$ cat src/rtl/mem_port_arbiter_pkg.sv
// Shared types and constants for the data-memory port arbiter.
package mem_arb_pkg;

  localparam int ADDR_W = 32;
  localparam int DATA_W = 32;
  localparam int WE_W   = 4;

  // Which requester owns the shared port in a given cycle.
  typedef enum logic [1:0] {
    OWN_NONE = 2'd0,
    OWN_CPU  = 2'd1,
    OWN_GFX  = 2'd2
  } owner_t;

  // One command as presented to the memory.
  typedef struct packed {
    logic [ADDR_W-1:0] addr;
    logic [WE_W-1:0]   we;
    logic [DATA_W-1:0] din;
  } mem_cmd_t;

  // A command with no byte enables is a read.
  function automatic logic is_read(input logic [WE_W-1:0] we);
    return (we == '0);
  endfunction

endpackage

$ cat src/rtl/mem_port_arbiter_if.sv
// Requester and memory-side signals of the shared data-memory port.
interface mem_port_arbiter_if;
  import mem_arb_pkg::*;

  // CPU data port
  logic              cpu_req;
  logic [ADDR_W-1:0] cpu_addr;
  logic [WE_W-1:0]   cpu_we;
  logic [DATA_W-1:0] cpu_din;
  logic              cpu_stall;
  logic              cpu_rvalid;
  logic [DATA_W-1:0] cpu_dout;

  // Graphics pixel port
  logic              gfx_req;
  logic [ADDR_W-1:0] gfx_addr;
  logic [WE_W-1:0]   gfx_we;
  logic [DATA_W-1:0] gfx_din;
  logic              gfx_gnt;
  logic              gfx_rvalid;
  logic [DATA_W-1:0] gfx_dout;

  // Shared memory port
  logic [ADDR_W-1:0] mem_addr;
  logic [WE_W-1:0]   mem_we;
  logic              mem_re;
  logic [DATA_W-1:0] mem_din;
  logic [DATA_W-1:0] mem_dout;

  // Requesters and memory model side
  modport master (
    output cpu_req, cpu_addr, cpu_we, cpu_din,
    input  cpu_stall, cpu_rvalid, cpu_dout,
    output gfx_req, gfx_addr, gfx_we, gfx_din,
    input  gfx_gnt, gfx_rvalid, gfx_dout,
    input  mem_addr, mem_we, mem_re, mem_din,
    output mem_dout
  );

  // Arbiter side
  modport slave (
    input  cpu_req, cpu_addr, cpu_we, cpu_din,
    output cpu_stall, cpu_rvalid, cpu_dout,
    input  gfx_req, gfx_addr, gfx_we, gfx_din,
    output gfx_gnt, gfx_rvalid, gfx_dout,
    output mem_addr, mem_we, mem_re, mem_din,
    input  mem_dout
  );

endinterface

$ cat src/rtl/mem_port_arbiter_rd_tag_pipe.sv
// Read tag delay line: remembers who issued each read so the returning
// data RD_LAT cycles later can be steered to the right requester.
module rd_tag_pipe
  import mem_arb_pkg::*;
#(
  parameter int RD_LAT = 1
) (
  input  logic   clk,
  input  logic   rst,
  input  logic   in_valid,
  input  owner_t in_owner,
  output logic   out_valid,
  output owner_t out_owner
);

  logic [RD_LAT:1]      vld_pipe;
  logic [RD_LAT:1][1:0] own_pipe;

  // Shift the {valid, owner} tag one stage per cycle; reset drops in-flight reads.
  always_ff @(posedge clk or posedge rst) begin
    if (rst) begin
      vld_pipe <= '0;
      own_pipe <= '0;
    end else begin
      vld_pipe[1] <= in_valid;
      own_pipe[1] <= in_owner;
      for (int i = 2; i <= RD_LAT; i++) begin
        vld_pipe[i] <= vld_pipe[i-1];
        own_pipe[i] <= own_pipe[i-1];
      end
    end
  end

  assign out_valid = vld_pipe[RD_LAT];
  assign out_owner = owner_t'(own_pipe[RD_LAT]);

endmodule

$ cat src/rtl/mem_port_arbiter.sv
// Shares one data-memory port between the CPU and the graphics engine.
// CPU has fixed priority; a starvation counter forces a graphics slot
// after STARVE_MAX consecutive denials. Commands issue in the grant cycle.
module mem_port_arbiter
  import mem_arb_pkg::*;
#(
  parameter int RD_LAT     = 1,
  parameter int STARVE_MAX = 4
) (
  input logic               clk,
  input logic               rst,
  mem_port_arbiter_if.slave bus
);

  localparam logic [3:0] STARVE_LIM = 4'(STARVE_MAX);

  logic [3:0] starve_cnt;
  logic       starved;
  logic       gfx_win;
  logic       cpu_win;
  owner_t     owner;
  mem_cmd_t   cmd;
  logic       tag_vld;
  owner_t     tag_own;

  assign starved = (starve_cnt == STARVE_LIM);

  // Grant: CPU first unless gfx has been starved long enough; nothing while in reset.
  always_comb begin
    gfx_win = ~rst & bus.gfx_req & (~bus.cpu_req | starved);
    cpu_win = ~rst & bus.cpu_req & ~gfx_win;
  end

  // Command mux: the winner drives the shared port, idle port is all zeros.
  always_comb begin
    owner = OWN_NONE;
    cmd   = '0;
    if (cpu_win) begin
      owner = OWN_CPU;
      cmd   = '{addr: bus.cpu_addr, we: bus.cpu_we, din: bus.cpu_din};
    end else if (gfx_win) begin
      owner = OWN_GFX;
      cmd   = '{addr: bus.gfx_addr, we: bus.gfx_we, din: bus.gfx_din};
    end
  end

  assign bus.mem_addr  = cmd.addr;
  assign bus.mem_we    = cmd.we;
  assign bus.mem_din   = cmd.din;
  assign bus.mem_re    = (owner != OWN_NONE) & is_read(cmd.we);

  assign bus.cpu_stall = bus.cpu_req & ~cpu_win & ~rst;
  assign bus.gfx_gnt   = gfx_win;

  // Count consecutive denied gfx cycles; any grant or idle gfx cycle restarts it.
  always_ff @(posedge clk or posedge rst) begin
    if (rst) begin
      starve_cnt <= '0;
    end else if (bus.gfx_req & ~gfx_win) begin
      if (!starved) starve_cnt <= starve_cnt + 4'd1;
    end else begin
      starve_cnt <= '0;
    end
  end

  rd_tag_pipe #(.RD_LAT(RD_LAT)) u_tag_pipe (
    .clk       (clk),
    .rst       (rst),
    .in_valid  (bus.mem_re),
    .in_owner  (owner),
    .out_valid (tag_vld),
    .out_owner (tag_own)
  );

  // Read data is shared by both requesters; the tag says whose it is.
  assign bus.cpu_rvalid = tag_vld & (tag_own == OWN_CPU);
  assign bus.gfx_rvalid = tag_vld & (tag_own == OWN_GFX);
  assign bus.cpu_dout   = bus.mem_dout;
  assign bus.gfx_dout   = bus.mem_dout;

endmodule

$ cat src/flat_wrapper.sv
// flat-port wrapper written by rule: the top's interface ports become plain ports
module mem_port_arbiter_flat import mem_arb_pkg::*;
#(
  parameter int RD_LAT     = 1,
  parameter int STARVE_MAX = 4
)
  (clk, rst, bus_cpu_req, bus_cpu_addr, bus_cpu_we, bus_cpu_din, bus_cpu_stall, bus_cpu_rvalid, bus_cpu_dout, bus_gfx_req, bus_gfx_addr, bus_gfx_we, bus_gfx_din, bus_gfx_gnt, bus_gfx_rvalid, bus_gfx_dout, bus_mem_addr, bus_mem_we, bus_mem_re, bus_mem_din, bus_mem_dout);
  mem_port_arbiter_if bus_i ();
  input logic clk;
  input logic rst;
  input wire logic [$bits(bus_i.cpu_req)-1:0] bus_cpu_req;
  input wire logic [$bits(bus_i.cpu_addr)-1:0] bus_cpu_addr;
  input wire logic [$bits(bus_i.cpu_we)-1:0] bus_cpu_we;
  input wire logic [$bits(bus_i.cpu_din)-1:0] bus_cpu_din;
  output wire logic [$bits(bus_i.cpu_stall)-1:0] bus_cpu_stall;
  output wire logic [$bits(bus_i.cpu_rvalid)-1:0] bus_cpu_rvalid;
  output wire logic [$bits(bus_i.cpu_dout)-1:0] bus_cpu_dout;
  input wire logic [$bits(bus_i.gfx_req)-1:0] bus_gfx_req;
  input wire logic [$bits(bus_i.gfx_addr)-1:0] bus_gfx_addr;
  input wire logic [$bits(bus_i.gfx_we)-1:0] bus_gfx_we;
  input wire logic [$bits(bus_i.gfx_din)-1:0] bus_gfx_din;
  output wire logic [$bits(bus_i.gfx_gnt)-1:0] bus_gfx_gnt;
  output wire logic [$bits(bus_i.gfx_rvalid)-1:0] bus_gfx_rvalid;
  output wire logic [$bits(bus_i.gfx_dout)-1:0] bus_gfx_dout;
  output wire logic [$bits(bus_i.mem_addr)-1:0] bus_mem_addr;
  output wire logic [$bits(bus_i.mem_we)-1:0] bus_mem_we;
  output wire logic [$bits(bus_i.mem_re)-1:0] bus_mem_re;
  output wire logic [$bits(bus_i.mem_din)-1:0] bus_mem_din;
  input wire logic [$bits(bus_i.mem_dout)-1:0] bus_mem_dout;
  assign bus_i.cpu_req = bus_cpu_req;
  assign bus_i.cpu_addr = bus_cpu_addr;
  assign bus_i.cpu_we = bus_cpu_we;
  assign bus_i.cpu_din = bus_cpu_din;
  assign bus_cpu_stall = bus_i.cpu_stall;
  assign bus_cpu_rvalid = bus_i.cpu_rvalid;
  assign bus_cpu_dout = bus_i.cpu_dout;
  assign bus_i.gfx_req = bus_gfx_req;
  assign bus_i.gfx_addr = bus_gfx_addr;
  assign bus_i.gfx_we = bus_gfx_we;
  assign bus_i.gfx_din = bus_gfx_din;
  assign bus_gfx_gnt = bus_i.gfx_gnt;
  assign bus_gfx_rvalid = bus_i.gfx_rvalid;
  assign bus_gfx_dout = bus_i.gfx_dout;
  assign bus_mem_addr = bus_i.mem_addr;
  assign bus_mem_we = bus_i.mem_we;
  assign bus_mem_re = bus_i.mem_re;
  assign bus_mem_din = bus_i.mem_din;
  assign bus_i.mem_dout = bus_mem_dout;
  mem_port_arbiter #(.RD_LAT(RD_LAT), .STARVE_MAX(STARVE_MAX)) u_core (.clk(clk), .rst(rst), .bus(bus_i));
endmodule
$ cat config.mk
export PLATFORM = sky130hd
export DESIGN_NAME = mem_port_arbiter_flat
export DESIGN_NICKNAME = d
export VERILOG_FILES = /design/src/rtl/mem_port_arbiter_pkg.sv /design/src/rtl/mem_port_arbiter_if.sv /design/src/rtl/mem_port_arbiter_rd_tag_pipe.sv /design/src/rtl/mem_port_arbiter.sv /design/src/flat_wrapper.sv
export SDC_FILE = /design/constraint.sdc
export NUM_CORES = 1
export LEC_CHECK = 0
export ABC_CLOCK_PERIOD_IN_PS = 2500
export CORE_AREA = 2 2 119 121
export CTS_BUF_LIST = sky130_fd_sc_hd__clkbuf_8 sky130_fd_sc_hd__clkbuf_16
export DETAILED_ROUTE_END_ITERATION = 12
export DIE_AREA = 0 0 121 123
export SLEW_MARGIN = 30
export SYNTH_ARGS = -nofsm -noshare
export SYNTH_HDL_FRONTEND = slang
export SYNTH_SLANG_ARGS = --single-unit
$ cat constraint.sdc
create_clock -name clk -period 2.5 [get_ports clk]
set_input_delay 0.625 -clock clk [delete_from_list [all_inputs] [get_ports clk]]
set_output_delay 0.625 -clock clk [all_outputs]
set_load 0.01 [all_outputs]
-- After elaboration in Yosys (flattened, before gate mapping)
Cells that the tools add are included.
- register bits: 7
- latch bits: 0
- bits in writable memories: 0
- ROM bits: 0
- input bits: 172
- output and inout port bits: 137
- logic and storage cells: 31
- memories kept: 0
- $add $sub $neg: 1
- multipliers: 0
- div/mod/pow operators: 0
- order comparisons: 0
- eq/ne operators: 4
- shifts and indexed selects: 0
- multiplexer cells: 6
- bitwise operators: 15
- reduce and logical (&&, ||, !) cells: 2
- operators by type and width (cell ; number):
    68-bit two-way mux ; 2
    1-bit bitwise AND ; 10
    4-bit two-way mux ; 2
    4-bit by 1-bit adder with 4-bit output (second input constant) ; 1
    4-bit by 3-bit equality test with 1-bit output (second input constant) ; 1
    4-bit zero test ; 1
    2-bit two-way mux ; 2
    1-bit inverter ; 4
    2-bit by 1-bit equality test with 1-bit output (second input constant) ; 1
    2-bit equality test (second input constant) ; 1
    2-bit inequality test (second input constant) ; 1
    2-bit nonzero test ; 1
    1-bit OR ; 1

-- Longest topological paths before layout
Gate-level depths: netlist (run 1).
- word-level depth: 8
- mapped depth: 7
- gate-level depth less buffers: 6

-- By module
Synthesis (run 1) repeated with hierarchy kept, for this count alone.
- cell total of the unflattened synthesis: 186
- area total of the unflattened synthesis: 1605.3 µm²
- modules (own cells, without submodules) (module ; times used ; cells an instance ; area an instance (µm²) ; seq. area each (µm²)):
    mem_port_arbiter ; 1 ; 182 ; 1526.5 ; 100.1
    rd_tag_pipe ; 1 ; 4 ; 78.8 ; 75.1

-- Worst setup path before layout (run 1)
No wires, ideal clock.
- kind: register -> output
- from: register u_core.starve_cnt[0]
- to: output bus_mem_re
- arrival: 1.727 ns
- data required time: 1.875 ns
- path slack: 0.148 ns
- stages on the path, launching flop included: 7
- buffers on the path: 0
- path through: dfrtp_1 > inv_1 > ha_1 > and4b_1 > nor3b_4 > a22o_1 > nor4_1
- word-level cells in the longest chain between the ends: 8
- elaborated cells on any way between the ends: 12
- those cells by class: 1 x eq/ne; 4 x mux; 5 x bitwise; 2 x reduce/logical
- RTL lines (element ; line ; text):
    from (decl) ; mem_port_arbiter.sv:17 ; logic [3:0] starve_cnt;
    from (signal assigned) ; mem_port_arbiter.sv:60 ; if (!starved) starve_cnt <= starve_cnt + 4'd1;
    4-bit by 3-bit equality test with 1-bit output * ; mem_port_arbiter.sv:26 ; assign starved = (starve_cnt == STARVE_LIM);
    1-bit OR * ; mem_port_arbiter.sv:30 ; gfx_win = ~rst & bus.gfx_req & (~bus.cpu_req | starved);
    1-bit bitwise AND * ; mem_port_arbiter.sv:30 ;
    1-bit inverter ; mem_port_arbiter.sv:31 ; cpu_win = ~rst & bus.cpu_req & ~gfx_win;
    1-bit bitwise AND ; mem_port_arbiter.sv:31 ;
    68-bit two-way mux * ; mem_port_arbiter.sv:38 ; if (cpu_win) begin
    named net bus_mem_we[2] ; flat_wrapper.sv:26 ; output wire logic [$bits(bus_i.mem_we)-1:0] bus_mem_we;
    4-bit zero test * ; mem_port_arbiter_pkg.sv:24 ; return (we == '0);
    1-bit bitwise AND * ; mem_port_arbiter.sv:50 ; assign bus.mem_re = (owner != OWN_NONE) & is_read(cmd.we);
    to (decl) ; flat_wrapper.sv:27 ; output wire logic [$bits(bus_i.mem_re)-1:0] bus_mem_re;
The timed path passes the listed nets; every way through them passes the cells marked *.

-- Worst setup path after layout (run 1)
- from: register u_core.starve_cnt[1]
- to: output bus_mem_re
- word-level cells in the longest chain between the ends: 8
- elaborated cells on any way between the ends: 12
- those cells by class: 1 x eq/ne; 4 x mux; 5 x bitwise; 2 x reduce/logical
- RTL lines (element ; line):
    4-bit by 3-bit equality test with 1-bit output * ; mem_port_arbiter.sv:26
    1-bit OR * ; mem_port_arbiter.sv:30
    1-bit bitwise AND * ; mem_port_arbiter.sv:30
    1-bit inverter ; mem_port_arbiter.sv:31
    1-bit bitwise AND ; mem_port_arbiter.sv:31
    68-bit two-way mux or 2-bit two-way mux (tied branches) ; mem_port_arbiter.sv:38
    4-bit zero test or 2-bit nonzero test (tied branches) ; mem_port_arbiter_pkg.sv:24, mem_port_arbiter.sv:50
    1-bit bitwise AND * ; mem_port_arbiter.sv:50
Every way passes the cells marked *; elsewhere a longest branch is shown, timed or not.

==> results_dict.tcl, run 1 <==
set metrics [dict create \
    syn_inst 185 \
    yosys-top-cells-area "sky130_fd_sc_hd__a22o_1 (38%), sky130_fd_sc_hd__buf_4 (32%), sky130_fd_sc_hd__dfrtp_1 (11%)" \
    finalSetupViolations 70 \
    max_cap_violations 0 \
    cts_made_buffers 3 \
    worst-path-max-fanout 3 \
    via_count 2213 \
    die_w_microns 121 \
    top_level_ports 309 \
    tightest_slew_ns 0.286 \
    start_util_pct 11.6 \
    drv_slew 0 \
    total_number_of_clock_tree_sinks 7 \
    track_usage_pct 11.0 \
    synth-async-reset-ratio_pct 100 \
    synth_area_leader "sky130_fd_sc_hd__a22o_1" \
    antennaDiodeCount 0 \
    postRouteAntennaNets 0 \
    layout_cells_sized_above_1_pct 36.0 \
    cts-hold-fix-buffers 0 \
    yosys-top-cells-count "sky130_fd_sc_hd__a22o_1 (68), sky130_fd_sc_hd__buf_4 (67), sky130_fd_sc_hd__dfrtp_1 (7)" \
    grt_pass1_vias 2237 \
    final.setup_skew_ns 0.00312 \
    worst_setup_path_category "flip-flop to output pin" \
    r2r_cells 11 \
    critPathLaunchType "flip-flop" \
    fin_crit_ns 2.73 \
    violations_in_the_final_reports "negative setup slack" \
    post-place-ws_ns -0.802 \
    clockBufferDepth 2 \
    buffer_ports.inserted 212 \
    drt-vias-per-instance 4.01 \
    routed_wl_mm 9.60 \
    drt-initial-drc-count 41 \
    ys_ff_latch 7 \
    htreeDepth 1 \
    height_of_the_die_microns 123 \
    maximum_number_of_pins_on_one_net_before_global_route_repair 25 \
    netlist-cell-type-count 24 \
    setup_slack_after_layout_ns -0.229 \
    run_status "finished, violations left" \
    seq_area_frac_synth_pct 11.1 \
    p_per_area_mw_per_mm2 291 \
    fin_hold_ws_ns 0.601 \
    drt_pre_antenna_iters 4 \
    vdd_ir_drop_max_v 0.000174 \
    fmaxAchievable_ghz 0.366 \
    insertion_delay_ns 0.23 \
    worst_ep_required_time_ns 1.88 \
    final_worst_path_cycle_share_pct 109 \
    mean_instance_size_in_the_synthesized_netlist_sq_um 8.50 \
    hold_path.class "input pin to async pin" \
    cp.arrival_ns 2.10 \
    rsz_0062_raised_after_global_routing "true" \
    synthToLayoutAreaGrowth_pct 146 \
    maxSlewHeadroom_pct 80.9 \
    row_count 43 \
    cts_tree "done" \
    post_drt_wl_per_cell_microns 17.4 \
    cts.root.buffer_cell "sky130_fd_sc_hd__clkbuf_16" \
    grt_overflow_total 0 \
    gp_congestion 0.783 \
    count_of_flip_flops_with_a_built_in_enable_after_synthesis 0 \
    synth_fp_nets 359 \
    dp.final_hpwl_mm 6.33 \
    setup.worst_path.end_class "output pin" \
    ys.warnings.count 0 \
    wire_length_of_the_first_global_routing_pass_mm 12.5 \
    cts.reportedPaths.clkPinSlew_ns 0.04 \
    number_of_inserted_filler_cells_in_the_final_layout 1432 \
    drt_drc_violations_left 0 \
    synth_flop_cell "sky130_fd_sc_hd__dfrtp_1" \
    finish.net_count 547 \
    antenna_found_initial 0 \
    die-area_sq_mm 0.0149 \
    post_synthesis_instance_area_sq_mm 0.00157 \
    static-leakage-power_nw 1.79 \
    synth_top_cell_area_share_pct 37.9 \
    hold_violations 0 \
    coreArea_sq_mm 0.0136 \
    synth.most_common_cell "sky130_fd_sc_hd__a22o_1" \
]
-- timing repair --
item                       4_1_cts  5_1_grt
pin swaps                        7        8
setup endpoints to repair       71       70
hold endpoints to repair         0        0
setup buffers                   21        4
cloned                           9        2
gates resized for setup        322       13
-- cells by family (layout without fill, tap and decap cells) --
kind of cell / count (synthesis) / in the layout / share of synthesized area (%)
adder cells (fa/ha/maj): 2 / 2 / 1.59
AO/OA/AOI/OAI: 74 / 74 / 40.6
buffers and inverters: 81 / 268 / 37.2
flip-flops: 7 / 7 / 11.1
AND/OR/NAND/NOR: 19 / 19 / 8.35
XOR/XNOR: 2 / 2 / 1.11
-- worst max-delay path, cell delays in order (launching register included) --
cell and delay, ns:
sky130_fd_sc_hd__dfrtp_1 0.35, sky130_fd_sc_hd__inv_2 0.06, sky130_fd_sc_hd__ha_4 0.16, sky130_fd_sc_hd__buf_6 0.11, sky130_fd_sc_hd__nand3b_4 0.08, sky130_fd_sc_hd__a21oi_4 0.07
sky130_fd_sc_hd__buf_12 0.13, sky130_fd_sc_hd__buf_6 0.10, sky130_fd_sc_hd__buf_6 0.11, sky130_fd_sc_hd__a22o_4 0.27, sky130_fd_sc_hd__nor4_2 0.24, sky130_fd_sc_hd__buf_2 0.18
-- stage by stage --
stage                     setup TNS [ns]  cell area [sq um]  util (%)  power (mW)  std cells
after floorplan                        0               1570         -       0.434        185
after global placement            -48.98               3490      25.6       0.753        515
after detailed placement          -52.40               3490      25.6       0.757        515
after CTS                          -6.20               3810      28.0        1.12        549
after global routing              -11.82               3870      28.4        1.18        552
final                              -5.66               3870      28.4        1.13        552
-- registers in the layout, summed over array words and instances (netlist names) --
signal and count:
u_core.starve_cnt 4, u_core.u_tag_pipe.out_owner 2, u_core.u_tag_pipe.out_valid 1
-- worst paths after layout --
path	from	to	slack, ns
min reg2reg	u_core.starve_cnt[3]	u_core.starve_cnt[3]	0.63
max	u_core.starve_cnt[1]	bus_mem_re	-0.23
min in group clk	u_core.starve_cnt[3]	u_core.starve_cnt[3]	0.63
max in group asynchronous	rst	u_core.starve_cnt[2]	1.67
max reg2reg	u_core.starve_cnt[1]	u_core.u_tag_pipe.out_valid	0.60
min	rst	u_core.u_tag_pipe.out_valid	0.60
-- per-layer routing --
| metal | wire length (microns) | track usage (%) | part of all wire, % |
|---|---|---|---|
| met1 | 3570 | 12.3 | 37 |
| met2 | 5010 | 20.7 | 52 |
| met3 | 816 | 2.58 | 8.5 |
| met4 | 213 | 3.27 | 2.2 |
| met5 | 0 | 0 | 0 |
-- layout by cell type, fill, tap and decap left out, types with 2 or more instances in the layout --
master and count:
sky130_fd_sc_hd__inv_2 2, sky130_fd_sc_hd__buf_4 18, sky130_fd_sc_hd__a21oi_1 4, sky130_fd_sc_hd__nor2_1 6, sky130_fd_sc_hd__clkdlybuf4s15_1 2, sky130_fd_sc_hd__clkdlybuf4s50_1 138, sky130_fd_sc_hd__a22o_1 67, sky130_fd_sc_hd__buf_12 9
sky130_fd_sc_hd__clkbuf_16 5, sky130_fd_sc_hd__buf_16 7, sky130_fd_sc_hd__buf_2 65, sky130_fd_sc_hd__xnor2_1 2, sky130_fd_sc_hd__dfrtp_1 7, sky130_fd_sc_hd__buf_6 17, sky130_fd_sc_hd__nand2_1 2
-- final cells by class --
cell class | instances | area, sq um | area share (%)
Timing Repair Buffer | 261 | 2530 | 65.4
Clock inverter | 1 | 5.00 | 0.129
Clock buffer | 3 | 75.1 | 1.94
Tap cell | 180 | 225 | 5.82
Inverter | 3 | 11.3 | 0.291
Multi-Input combinational cell | 97 | 848 | 21.9
Sequential cell | 7 | 175 | 4.52
-- where the power goes --
group,switching [mW],leakage [nW],internal (mW),total (mW)
clock,0.0619,0.0409,0.210,0.272
combinational,0.257,1.65,0.469,0.726
sequential,0.00527,0.0938,0.124,0.129
total,0.324,1.79,0.802,1.13
Note: power is estimated with default switching activity, not from simulation.
==> run 2, diff against run 1 <==
--- a/config.mk
+++ b/config.mk
@@ -5,11 +5,12 @@
 export SDC_FILE = /design/constraint.sdc
 export NUM_CORES = 1
 export LEC_CHECK = 0
-export ABC_CLOCK_PERIOD_IN_PS = 2500
+export ABC_CLOCK_PERIOD_IN_PS = 2900
 export CORE_AREA = 2 2 119 121
 export CTS_BUF_LIST = sky130_fd_sc_hd__clkbuf_8 sky130_fd_sc_hd__clkbuf_16
 export DETAILED_ROUTE_END_ITERATION = 12
 export DIE_AREA = 0 0 121 123
+export HOLD_SLACK_MARGIN = 0.06
 export SLEW_MARGIN = 30
 export SYNTH_ARGS = -nofsm -noshare
 export SYNTH_HDL_FRONTEND = slang
==> constraint.sdc (replaced) <==
create_clock -name clk -period 2.9 [get_ports clk]
set_input_delay 0.435 -clock clk [delete_from_list [all_inputs] [get_ports clk]]
set_output_delay 0.435 -clock clk [all_outputs]
set_load 0.01 [all_outputs]
==> run 2 against run 1 <==
Effect of this change:
- largest power group unchanged
- hold slack got worse by 0.0073 ns
- first-iteration DRC count shrank 7.3%
- highest routed layer unchanged
- via count is 11% lower
- clock-buffer cell count did not move
- largest cell class unchanged
- clock power fell by 13%
- cell area is 7.0% lower
- flip-flop and latch count unchanged
- register-to-register slack improved by 0.41 ns
- final cell count down 6.7%
- the flow now finishes without violations
- critical path depth down 4
- core utilization is 2.0 points lower
- sequential share of layout area grew 0.34 points
==> results_dict.tcl, run 2 (same netlist as run 1, synthesis figures left out) <==
set metrics [dict create \
    setup.worst_path.end_class "output pin" \
    drt_drc_violations_left 0 \
    insertion_delay_ns 0.23 \
    via_count 1974 \
    setup_slack_after_layout_ns 0.0288 \
    maxSlewHeadroom_pct 80.7 \
    height_of_the_die_microns 123 \
    tightest_slew_ns 0.286 \
    fin_hold_ws_ns 0.594 \
    die-area_sq_mm 0.0149 \
    clockBufferDepth 2 \
    tns_ns 0 \
    worst-path-buf-inv 4 \
    worst-path-max-fanout 4 \
    crit_end "bus_mem_we[1]" \
    crit_top_cell "sky130_fd_sc_hd__clkdlybuf4s50_1" \
    cts.root.buffer_cell "sky130_fd_sc_hd__clkbuf_16" \
    drt-initial-drc-count 38 \
    cts-hold-fix-buffers 0 \
    final_worst_path_cycle_share_pct 99.0 \
    htreeDepth 1 \
    routed_wl_mm 7.90 \
    die_w_microns 121 \
    rsz_0062_raised_after_global_routing "true" \
    dp.final_hpwl_mm 6.10 \
    worst_r2r_dst "u_core.u_tag_pipe.out_valid" \
    r2r_cells 8 \
    critical_path_cell_count 7 \
    postRouteAntennaNets 0 \
    cts_tree "done" \
    largest_register_ffs 4 \
    cp_startpoint "bus_gfx_req" \
    drt-vias-per-instance 3.83 \
    gp_congestion 0.771 \
    critPathLaunchType "input pin" \
    wire_length_of_the_first_global_routing_pass_mm 9.94 \
    reg2reg_setup_slack_ns 1.01 \
    p_per_area_mw_per_mm2 240 \
    fmaxAchievable_ghz 0.348 \
    cp_slowest_cell "sky130_fd_sc_hd__clkdlybuf4s50_1" \
    start_util_pct 11.6 \
    grt_pass1_vias 1947 \
    hold_violations 0 \
    final_core_util_pct 26.4 \
    largest_register "u_core.starve_cnt" \
    finalSetupViolations 0 \
    drv_slew 0 \
    antennaDiodeCount 0 \
    row_count 43 \
    final.setup_skew_ns 0.00492 \
    top_level_ports 309 \
    worst_setup_path_category "input pin to output pin" \
    cp.arrival_ns 2.44 \
    cts_made_buffers 3 \
    critPathMaxStageDelay_ns 0.55 \
    run_status "finished clean" \
    power.total_mw 0.865 \
    layout_cells_sized_above_1_pct 6.57 \
    timing.rr.start "u_core.starve_cnt[0]" \
    crit_family "buffers and inverters" \
    hold_path.class "flip-flop to flip-flop" \
    critical_path_cell_sequence "clkdlybuf4s50_1 -> and4b_2 -> nor3b_4 -> buf_6 -> buf_4 -> a22o_1 -> clkdlybuf4s50_1" \
    cts.reportedPaths.clkPinSlew_ns 0.04 \
    static-leakage-power_nw 1.69 \
    buffer_ports.inserted 212 \
    vdd_ir_drop_max_v 0.000160 \
    synthToLayoutAreaGrowth_pct 129 \
    finish.net_count 510 \
    post-place-ws_ns -0.0284 \
    track_usage_pct 8.30 \
    fin_crit_ns 2.87 \
    post_drt_wl_per_cell_microns 15.3 \
    grt_overflow_total 0 \
    maximum_number_of_pins_on_one_net_before_global_route_repair 50 \
    most-common-layout-cells "sky130_fd_sc_hd__clkdlybuf4s50_1 (172), sky130_fd_sc_hd__a22o_1 (68), sky130_fd_sc_hd__dlygate4sd2_1 (26)" \
    max_cap_violations 0 \
    total_number_of_clock_tree_sinks 7 \
    drt_pre_antenna_iters 3 \
    layout.cells.most_common "sky130_fd_sc_hd__clkdlybuf4s50_1" \
    worst_ep_required_time_ns 2.47 \
    antenna_found_initial 0 \
    coreArea_sq_mm 0.0136 \
]
## run 2: worst register-to-register path, stage by stage, from the launching register on
cell	delay [ns]
sky130_fd_sc_hd__dfrtp_1	0.41
sky130_fd_sc_hd__inv_1	0.08
sky130_fd_sc_hd__ha_2	0.21
sky130_fd_sc_hd__and4b_2	0.28
sky130_fd_sc_hd__nor3b_4	0.06
sky130_fd_sc_hd__buf_6	0.13
sky130_fd_sc_hd__buf_4	0.13
sky130_fd_sc_hd__a22o_1	0.20
sky130_fd_sc_hd__nor4_2	0.27
## run 2: how the worst min path moves through the flow
| stage | to | depth (start not counted) | slack (ns) | start |
|---|---|---|---|---|
| 2_1_floorplan | u_core.starve_cnt[0] | 1 | 0.24 | rst |
| 3_3_place_gp | u_core.starve_cnt[3] | 2 | 0.55 | u_core.starve_cnt[3] |
| 3_5_place_dp | u_core.starve_cnt[3] | 2 | 0.59 | u_core.starve_cnt[3] |
| 4_1_cts | u_core.starve_cnt[3] | 2 | 0.60 | u_core.starve_cnt[3] |
| 5_1_grt | u_core.u_tag_pipe.out_valid | 3 | 0.66 | rst |
| 6_report | u_core.starve_cnt[3] | 2 | 0.59 | u_core.starve_cnt[3] |
## run 2: cell type report
type	count	area (sq um)
clock buffer	3	75.1
clock inverter	1	5.00
fill	1446	10000
inverter	3	11.3
multi-input combinational	97	822
sequential	7	175
tap	180	225
timing repair buffer	224	2290
## run 2: timing repair
item,4_1_cts,5_1_grt
pin swaps,1,1
setup endpoints to repair,48,42
gates cloned,0,2
resized for setup,28,19
setup buffers,0,5
endpoints found under the hold margin,0,0
## run 2: metal layers
layer,GRT usage (%),vias to the layer above,routed length (microns)
met3,2.44,26,761
met1,8.57,911,2790
met2,16.0,104,4190
met4,2.62,0,163
met5,0,-,0
li1,-,933,-
## run 2: per-stage QoR
| step | area [sq um] | std cells |
|---|---|---|
| after floorplan | 1570 | 185 |
| after global placement | 3420 | 505 |
| after detailed placement | 3420 | 505 |
| after CTS | 3470 | 509 |
| after global routing | 3600 | 515 |
| final | 3600 | 515 |
## run 2: report_power, final
part / switching, mW / leakage [nW] / internal [mW] / total [mW]
sequential: 0.00838 / 0.0938 / 0.106 / 0.115
combinational: 0.177 / 1.56 / 0.338 / 0.514
clock: 0.0550 / 0.0409 / 0.181 / 0.236
